`src/rtl/dma_rd_arbiter_pkg.sv`:
```
// rtl/dma_rd_arbiter_pkg.sv - shared defaults, FSM encodings and index helpers for dma_rd_arbiter
package dma_rd_arbiter_pkg;

  localparam int DEF_NUM_REQ      = 3;
  localparam int DEF_BITS_TRANS   = 18;
  localparam int DEF_AXI_WIDTH_AD = 32;
  localparam int DEF_AXI_WIDTH_DA = 32;
  localparam int DEF_TIMEOUT_CYC  = 4096;

  localparam logic [1:0] ST_IDLE  = 2'd0;
  localparam logic [1:0] ST_START = 2'd1;
  localparam logic [1:0] ST_WAIT  = 2'd2;
  localparam logic [1:0] ST_DONE  = 2'd3;

  // Requester index 'off' positions past 'base', wrapping at n.
  function automatic int rr_index(input int base, input int off, input int n);
    int s;
    s = base + off;
    if (s >= n) s = s - n;
    return s;
  endfunction

  function automatic int wrap_inc(input int idx, input int n);
    return (idx + 1 >= n) ? 0 : idx + 1;
  endfunction

endpackage

```
`src/rtl/dma_rd_arbiter_rr_pick.sv`:
```
// rtl/dma_rd_arbiter_rr_pick.sv - combinational round-robin select: first request at/after ptr
module dma_rr_pick
  import dma_rd_arbiter_pkg::*;
#(
  parameter int NUM_REQ = DEF_NUM_REQ,
  parameter int IW      = 2
) (
  input  logic [NUM_REQ-1:0] req,
  input  logic [IW-1:0]      ptr,
  output logic [NUM_REQ-1:0] gnt_oh,
  output logic [IW-1:0]      gnt_idx,
  output logic               any
);

  logic [IW-1:0] cand;

  always_comb begin
    gnt_idx = '0;
    any     = 1'b0;
    cand    = '0;
    for (int i = 0; i < NUM_REQ; i++) begin
      cand = IW'(rr_index(int'(ptr), i, NUM_REQ));
      if (!any && req[cand]) begin
        any     = 1'b1;
        gnt_idx = cand;
      end
    end
  end

  assign gnt_oh = any ? (NUM_REQ'(1) << gnt_idx) : '0;

endmodule

```
`src/rtl/dma_rd_arbiter.sv`:
```
// rtl/dma_rd_arbiter.sv - round-robin sharing of one axi_dma_rd engine; watchdog under DMA_RD_ARB_TIMEOUT_EN
module dma_rd_arbiter
  import dma_rd_arbiter_pkg::*;
#(
  parameter int NUM_REQ      = DEF_NUM_REQ,
  parameter int BITS_TRANS   = DEF_BITS_TRANS,
  parameter int AXI_WIDTH_AD = DEF_AXI_WIDTH_AD,
  parameter int AXI_WIDTH_DA = DEF_AXI_WIDTH_DA,
  parameter int TIMEOUT_CYC  = DEF_TIMEOUT_CYC
) (
  input  logic                            clk,
  input  logic                            rstn,
  input  logic [NUM_REQ-1:0]              req_i,
  input  logic [NUM_REQ*BITS_TRANS-1:0]   req_num_trans_i,
  input  logic [NUM_REQ*AXI_WIDTH_AD-1:0] req_addr_i,
  output logic [NUM_REQ-1:0]              gnt_o,
  output logic [AXI_WIDTH_DA-1:0]         rd_data_o,
  output logic [NUM_REQ-1:0]              rd_vld_o,
  output logic [NUM_REQ-1:0]              rd_done_o,
  output logic                            busy_o,
  output logic                            dma_start_o,
  output logic [BITS_TRANS-1:0]           dma_num_trans_o,
  output logic [AXI_WIDTH_AD-1:0]         dma_start_addr_o,
  input  logic [AXI_WIDTH_DA-1:0]         dma_data_i,
  input  logic                            dma_data_vld_i,
  input  logic                            dma_done_i,
  output logic [NUM_REQ-1:0]              err_o
);

  localparam int IW = (NUM_REQ > 1) ? $clog2(NUM_REQ) : 1;

  logic [1:0]              state;
  logic [NUM_REQ-1:0]      gnt;
  logic [IW-1:0]           gnt_idx;
  logic [IW-1:0]           ptr;
  logic [BITS_TRANS-1:0]   num_trans;
  logic [AXI_WIDTH_AD-1:0] start_addr;

  logic [NUM_REQ-1:0]      pick_oh;
  logic [IW-1:0]           pick_idx;
  logic                    pick_any;
  logic [BITS_TRANS-1:0]   pick_trans;
  logic [AXI_WIDTH_AD-1:0] pick_addr;

  logic                    timeout_hit;
  logic                    locked;

  dma_rr_pick #(
    .NUM_REQ (NUM_REQ),
    .IW      (IW)
  ) u_pick (
    .req     (req_i),
    .ptr     (ptr),
    .gnt_oh  (pick_oh),
    .gnt_idx (pick_idx),
    .any     (pick_any)
  );

  assign pick_trans = req_num_trans_i[pick_idx*BITS_TRANS +: BITS_TRANS];
  assign pick_addr  = req_addr_i[pick_idx*AXI_WIDTH_AD +: AXI_WIDTH_AD];

  // A zero-length job skips the engine entirely and completes through DONE.
  always_ff @(posedge clk) begin
    if (!rstn) begin
      state      <= ST_IDLE;
      gnt        <= '0;
      gnt_idx    <= '0;
      ptr        <= '0;
      num_trans  <= '0;
      start_addr <= '0;
    end else begin
      case (state)
        ST_IDLE: begin
          if (pick_any && !locked) begin
            gnt        <= pick_oh;
            gnt_idx    <= pick_idx;
            num_trans  <= pick_trans;
            start_addr <= pick_addr;
            state      <= (pick_trans == '0) ? ST_DONE : ST_START;
          end
        end
        ST_START: state <= ST_WAIT;
        ST_WAIT: begin
          if (dma_done_i || timeout_hit) state <= ST_DONE;
        end
        default: begin
          gnt   <= '0;
          ptr   <= IW'(wrap_inc(int'(gnt_idx), NUM_REQ));
          state <= ST_IDLE;
        end
      endcase
    end
  end

  assign gnt_o            = gnt;
  assign busy_o           = (state != ST_IDLE);
  assign dma_start_o      = (state == ST_START);
  assign dma_num_trans_o  = num_trans;
  assign dma_start_addr_o = start_addr;
  assign rd_data_o        = dma_data_i;
  assign rd_vld_o         = (state == ST_WAIT && dma_data_vld_i) ? gnt : '0;
  assign rd_done_o        = (state == ST_DONE) ? gnt : '0;

`ifdef DMA_RD_ARB_TIMEOUT_EN
  localparam int TW = $clog2(TIMEOUT_CYC + 1);

  logic [TW-1:0]      idle_cnt;
  logic [NUM_REQ-1:0] err;

  // Counts consecutive beatless WAIT cycles; a done in the same cycle wins over the watchdog.
  assign timeout_hit = (state == ST_WAIT) && !dma_done_i && !dma_data_vld_i &&
                       (idle_cnt == TW'(TIMEOUT_CYC - 1));

  always_ff @(posedge clk) begin
    if (!rstn) begin
      idle_cnt <= '0;
      err      <= '0;
      locked   <= 1'b0;
    end else begin
      if (state != ST_WAIT || dma_data_vld_i) idle_cnt <= '0;
      else                                    idle_cnt <= idle_cnt + 1'b1;
      if (timeout_hit) begin
        err    <= err | gnt;
        locked <= 1'b1;
      end
    end
  end

  assign err_o = err;
`else
  assign timeout_hit = 1'b0;
  assign locked      = 1'b0;
  assign err_o       = '0;
`endif

endmodule

```
`config.mk`:
```
export PLATFORM = sky130hd
export DESIGN_NAME = dma_rd_arbiter
export DESIGN_NICKNAME = d
export VERILOG_FILES = /design/src/rtl/dma_rd_arbiter_pkg.sv /design/src/rtl/dma_rd_arbiter_rr_pick.sv /design/src/rtl/dma_rd_arbiter.sv
export SDC_FILE = /design/constraint.sdc
export NUM_CORES = 1
export LEC_CHECK = 0
export ABC_AREA = 1
export CORE_AREA = 2 2 105 117
export CTS_BUF_LIST = sky130_fd_sc_hd__clkbuf_4 sky130_fd_sc_hd__clkbuf_8 sky130_fd_sc_hd__clkbuf_16
export DETAILED_ROUTE_END_ITERATION = 6
export DIE_AREA = 0 0 107 119
export PLACE_DENSITY_LB_ADDON = 0.12
export SYNTH_ARGS = -nofsm -noshare
export SYNTH_HDL_FRONTEND = slang
export SYNTH_SLANG_ARGS = --single-unit
```
`constraint.sdc`:
```
create_clock -name clk -period 2.4 [get_ports clk]
set_input_delay 0.24 -clock clk [delete_from_list [all_inputs] [get_ports clk]]
set_output_delay 0.24 -clock clk [all_outputs]
set_load 0.05 [all_outputs]
```
==> results.cfg, run 1 <==
[run_status]
status = finished clean

[floorplanning]
die_h_um = 119
coreArea_um2 = 11700
io_pins = 285
rows = 42
start_util = 0.338
die_area_um2 = 12700
die_w_um = 107

[cts]
cts_tree = built
clock-sinks = 59
clockRootBuffer = clkbuf_16
clkTransAtPathRegs_ps = 50
insertion_delay_ps = 320
cts_buffer_depth = 2
numCtsBuffers = 9
htreeDepth = 3

[drt]
routed_wl_mm = 15.2
drtIter0Drc = 194
num_vias = 4822
first_pass_iters = 4
drc = 0
vias_per_cell = 4.81
wire_per_inst_um = 15.1
ant_nets = 0

[finish]
final_cell_mix = 217 x clkdlybuf4s50_1, 101 x nor2_1, 78 x nand2_1
ff_latch_area_um2 = 1190
drive_gt1_frac = 0.153
nFillCells = 1123
finalNonFillerCells = 1002
mostFrequentLayoutCell = clkdlybuf4s50_1
design_area_um2 = 7000
fin_nets = 1041
area_growth_pct = 76.5
multi_input_area_um2 = 2340
diodes = 0

[logic_synthesis]
ys_types = 29
syn-mean-instance-area_um2 = 6.23
syn-cell-area_um2 = 3970
synth_warnings = 0
postSynthCellCount = 637
yosysSeqAreaShare = 0.298
ys_ff_latch = 59

[global_route]
grtUsageTotal = 0.225
overflow = 0
grt_max_degree = 61
grt_pass1_wl_mm = 23.0
grt_pass1_vias = 4782
antenna_found_initial = 0

[timing]
fin_skew_ps = 3.79
period_share = 0.995
drv_slew = 0
min_period_ps = 2390
rsz0062_at_grt = true
slew_headroom = 0.611
tightest_slew_ps = 580
setup_violations = 0
fmax_ghz = 0.419
setup_tns_ps = 0
final-hold-violation-count = 0

[setup_path]
critPathRequiredTime_ps = 2650
critPathArrivalTime_ps = 2630
worstPathMaxFanout = 7
endpoint_kind = flop
worstSetupStartpointType = flop
critical_path_class = flop to flop
worst-r2r-cell-count = 20

[power_and_ir_drop]
power_density_nw_per_um2 = 1280
p_int_w = 0.00451
p_switching_w = 0.00447
switching_share = 0.498
pwr-share-comb = 0.688
seq_power_share = 0.176
p_leak_nw = 3.06
ir_worst_vdd_mv = 0.726
clkPwrFrac = 0.137

[placement]
numPortBuffers = 217
place_area_um2 = 6220
dp_hpwl_mm = 10.1
place_congestion = 0.819
numPlacedInstances = 967

[job]
maxCapViolCount = 0

[min_path]
hp-class = flop to flop
hold_depth = 2
[cells in the mapped netlist]
| library cell | instances | area (um^2) |
|---|---|---|
| ha_1 | 8 | 100 |
| nand4_1 | 2 | 12.5 |
| a311o_1 | 1 | 10.0 |
| a21oi_1 | 72 | 360 |
| nand3b_1 | 10 | 75.1 |
| nor2_1 | 114 | 428 |
| inv_2 | 8 | 30.0 |
| buf_2 | 14 | 70.1 |
| clkbuf_1 | 15 | 56.3 |
| clkinv_1 | 1 | 3.75 |
| nand3_2 | 1 | 10.0 |
| o21ai_0 | 54 | 270 |
| nand2_2 | 2 | 12.5 |
| o21ai_1 | 33 | 165 |
| nand2_4 | 2 | 22.5 |
| nand3_1 | 29 | 145 |
| dfxtp_1 | 59 | 1180 |
| nand2_8 | 1 | 20.0 |
| conb_1 | 1 | 3.75 |
| inv_1 | 63 | 236 |
| o21ai_2 | 1 | 8.76 |
| buf_1 | 5 | 18.8 |
| buf_6 | 3 | 33.8 |
| a211oi_1 | 1 | 7.51 |
| nand4_4 | 1 | 21.3 |
| nand2_1 | 95 | 357 |
| buf_4 | 35 | 263 |
| nor2_2 | 1 | 6.26 |
| o211ai_1 | 5 | 37.5 |
[registers in the layout (all words and copies together), names as in the netlist]
register          flops
gnt_idx               2
ptr                   2
gnt_o                 3
dma_start_addr_o     32
dma_num_trans_o      18
state                 2
[cell families after synthesis]
family / after synthesis / share of synthesized area
buffers and inverters: 144 / 0.179
flip-flops: 59 / 0.298
AND/OR/NAND/NOR: 258 / 0.280
other: 1 / 0.000945
AO/OA/AOI/OAI: 167 / 0.217
adder cells (fa/ha/maj): 8 / 0.0252
[critical path, cell delays in order (launching register included)]
cell      delay, ps
dfxtp_2         350
buf_6           120
ha_4            160
inv_2            50
nand2_2          80
nand3_4          90
buf_4           150
nand3_1         100
nand2_4          80
nand2_8         140
buf_12          150
nand3b_1         90
nand3_2          70
nand2_2          60
nor2_2          100
nand2_1          60
nor2_1          120
nand3_1          80
nand2_1          60
nand2_1          60
a21oi_2         110
[power by group through the flow]
stage,combinational (W),sequential (W),clock [W]
finish,0.00617,0.00158,0.00123
global placement,0.00552,0.00156,0
global route,0.00667,0.00162,0.00131
floorplan,0.00259,0.00273,0
detailed placement,0.00555,0.00158,0
CTS,0.00575,0.00158,0.00126
[final timing paths]
kind / endpoint / from / slack, ps
min reg2reg: ptr[1]$_SDFFE_PN0N_ / gnt_idx[0]$_SDFFE_PN0P_ / 460
max: state[1]$_SDFFE_PN0P_ / ptr[0]$_SDFFE_PN0N_ / 10
min: ptr[1]$_SDFFE_PN0N_ / gnt_idx[0]$_SDFFE_PN0P_ / 460
max reg2reg: state[1]$_SDFFE_PN0P_ / ptr[0]$_SDFFE_PN0N_ / 10
[repair_timing]
action                     4_1_cts  5_1_grt
pin swaps                       12       30
setup endpoints to repair        1       44
hold buffers                     0        0
setup buffers                    8        6
gates cloned                     3        4
resized for setup               28       50
[area by class of cell]
class	count	share of cell area
repair buffers	263	0.388
clock inverters	2	0.00143
flip-flops and latches	59	0.169
inverters	72	0.0404
clock buffers	13	0.0391
well taps	154	0.0275
multi-input cells	439	0.334
[stage by stage]
stage | hold slack, ps | worst slack, ps | total power, W | util
floorplan | 424 | 193 | 0.00532 | -
detailed placement | 468 | -85.6 | 0.00713 | 0.531
CTS | 466 | 0.475 | 0.00859 | 0.574
global route | 480 | -156 | 0.00960 | 0.597
global placement | 461 | -4.00 | 0.00708 | 0.531
finish | 460 | 12.0 | 0.00898 | 0.597
[layer usage]
metal / vias up / global-route usage / wire (um)
li1: 2423 / - / -
met1: 2176 / 0.258 / 6100
met2: 201 / 0.387 / 7510
met3: 22 / 0.0876 / 1360
met4: 0 / 0.0657 / 189
met5: - / 0 / 0
Note: power is estimated with default switching activity, not from simulation.
==> run 2: changes to the inputs <==
--- a/config.mk
+++ b/config.mk
@@ -11,5 +11,7 @@
 export DETAILED_ROUTE_END_ITERATION = 6
 export DIE_AREA = 0 0 107 119
+export MAX_ROUTING_LAYER = met4
 export PLACE_DENSITY_LB_ADDON = 0.12
+export RECOVER_POWER = 50
 export SYNTH_ARGS = -nofsm -noshare
 export SYNTH_HDL_FRONTEND = slang
==> constraint.sdc (replaced) <==
create_clock -name clk -period 2.4 [get_ports clk]
set_input_delay 0.72 -clock clk [delete_from_list [all_inputs] [get_ports clk]]
set_output_delay 0.72 -clock clk [all_outputs]
set_load 0.05 [all_outputs]
==> run 2 against run 1 <==
The run now ends with design-rule violations, negative setup slack left. Clock skew is 2.3 ps higher. Critical path depth stayed put. Critical endpoint unchanged. Clock power hardly changed. Fmax is 2.4% lower. Utilization is 0.43 points higher. Via count is 3.3% higher. Power is 0.41% lower. Register-to-register slack worse by 60 ps. Global-route usage is 0.81 points higher. Non-clock buffer count is 8 higher. Critical path type unchanged. Largest cell class unchanged. Die area stayed put. Clock-buffer cell count stayed put.
==> results.cfg, run 2 (same netlist as run 1, synthesis figures left out) <==
[cts]
numCtsBuffers = 9
cts_tree = built
clockRootBuffer = clkbuf_16
clkTransAtPathRegs_ps = 50
htreeDepth = 3
clock-sinks = 59
hold_buffers = 0
cts_buffer_depth = 2
insertion_delay_ps = 330

[setup_path]
path_depth = 20
worstPathMaxFanout = 6
crit_family = simple AND/OR/NAND/NOR gates
cp_num_buf_inv = 4
crit_path_frequent_cell = nand2_1
worstSetupStartpointType = flop
path_cells = inv_4 > ha_4 > inv_4 > nand2_2 > nand3_2 > nand2_2 > buf_6 > nand4_4 > buf_12 > nand2_8 > nand2_1 > nand3_2 > nand2_2 > nor2_2 > nand2_1 > nor2_1 > nand3_1 > nand2_1 > nand2_1 > a21oi_2
endpoint_kind = flop
slowest_stage = dfxtp_4
critPathRequiredTime_ps = 2660
cpPeakStageDelay_ps = 380
critical_path_class = flop to flop
worst-r2r-cell-count = 20
critPathArrivalTime_ps = 2710

[floorplanning]
start_util = 0.338
io_pins = 285
rows = 42
coreArea_um2 = 11700
die_h_um = 119
die_w_um = 107
die_area_um2 = 12700

[global_route]
grt_max_degree = 46
overflow = 0
grt_pass1_wl_mm = 23.2
grtUsageTotal = 0.234
antenna_found_initial = 1
grt_pass1_vias = 4905

[drt]
ant_nets = 0
vias_per_cell = 4.92
wire_per_inst_um = 15.3
first_pass_iters = 7
routed_wl_mm = 15.5
drtIter0Drc = 253
drc = 5
num_vias = 4979

[job]
maxCapViolCount = 0

[placement]
dp_hpwl_mm = 10.5
place_congestion = 0.945
pre_cts_ws_ps = -590
numPortBuffers = 217

[finish]
area_growth_pct = 77.8
fin_nets = 1051
mostFrequentLayoutCell = clkdlybuf4s50_1
drive_gt1_frac = 0.178
nFillCells = 1087
final_cell_mix = 180 x clkdlybuf4s50_1, 106 x nor2_1, 73 x nand2_1
largest_reg_flops = 32

[timing]
setup_violations = 1
setup_tns_ps = -47.8
fin_ws_ps = -47.8
fin_skew_ps = 6.11
slew_headroom = 0.567
final-hold-violation-count = 0
min_period_ps = 2450
period_share = 1.02
fmax_ghz = 0.409
holdWs_ps = 463
rsz0062_at_grt = true
drv_slew = 0
tightest_slew_ps = 650

[power_and_ir_drop]
power_density_nw_per_um2 = 1270
ir_worst_vdd_mv = 0.577
p_leak_nw = 3.15

[min_path]
hold_depth = 2
hp-class = flop to flop

[run_status]
violations = design-rule violations, negative setup slack
status = finished with violations
==> run 2: cell types whose count changed in the layout (fill, tap and decap cells not counted), moves of 5 or more <==
cell,before,now
clkbuf_2,0,6
dlygate4sd3_1,0,25
nor2_1,101,106
buf_4,25,37
nand2_1,78,73
clkdlybuf4s50_1,217,180
nand2_2,17,22
==> run 2: where the power goes <==
group          internal [W]  total [W]  switching [W]
Combinational       0.00230    0.00614        0.00385
Clock              0.000784    0.00123       0.000441
Sequential          0.00137    0.00157       0.000205
Total               0.00445    0.00894        0.00449
==> run 2: worst reg2reg max path, delay by kind of cell (launching register included) <==
family	cells	cell delay (ps)
compound gates	1	130
fa+ha+maj	1	300
buf+inv	4	430
flops	1	380
simple gates	14	1180
==> run 2: worst paths after layout <==
kind         slack [ps]                     from               endpoint
max                 -50      ptr[0]$_SDFFE_PN0N_  state[1]$_SDFFE_PN0P_
min                 460  gnt_idx[0]$_SDFFE_PN0P_    ptr[1]$_SDFFE_PN0N_
max reg2reg         -50      ptr[0]$_SDFFE_PN0N_  state[1]$_SDFFE_PN0P_
min reg2reg         460  gnt_idx[0]$_SDFFE_PN0P_    ptr[1]$_SDFFE_PN0N_
==> run 2: per-stage QoR <==
step / area (um^2) / cells / total power, W / utilization
after detailed placement: 6310 / 974 / 0.00718 / 0.538
after global placement: 6310 / 974 / 0.00712 / 0.538
after floorplan: 3970 / 639 / 0.00532 / -
after CTS: 6810 / 999 / 0.00863 / 0.581
after global routing: 7050 / 1013 / 0.00958 / 0.602
final: 7050 / 1013 / 0.00894 / 0.602
==> run 2: area by class of cell <==
type                    instances  area (um^2)  area share
diodes                          1         2.50    0.000355
repair buffers                271         2730       0.387
well taps                     154          193      0.0273
clock buffers                  13          274      0.0389
inverters                      72          283      0.0401
multi-input cells             441         2370       0.336
flip-flops and latches         59         1190       0.169
clock inverters                 2         10.0     0.00142
==> run 2: layer usage <==
metal / vias up / GRT usage / wire length (um)
li1: 2457 / - / -
met1: 2240 / 0.270 / 6340
met2: 255 / 0.387 / 7430
met3: 27 / 0.0761 / 1450
met4: 0 / 0.0674 / 243
met5: - / - / 0
==> run 2: repair_timing <==
| action | in CTS | in global routing |
|---|---|---|
| pin swaps | 11 | 37 |
| endpoints found under the setup margin | 40 | 40 |
| buffers inserted | 6 | 10 |
| cloned | 4 | 3 |
| resized for setup | 31 | 53 |
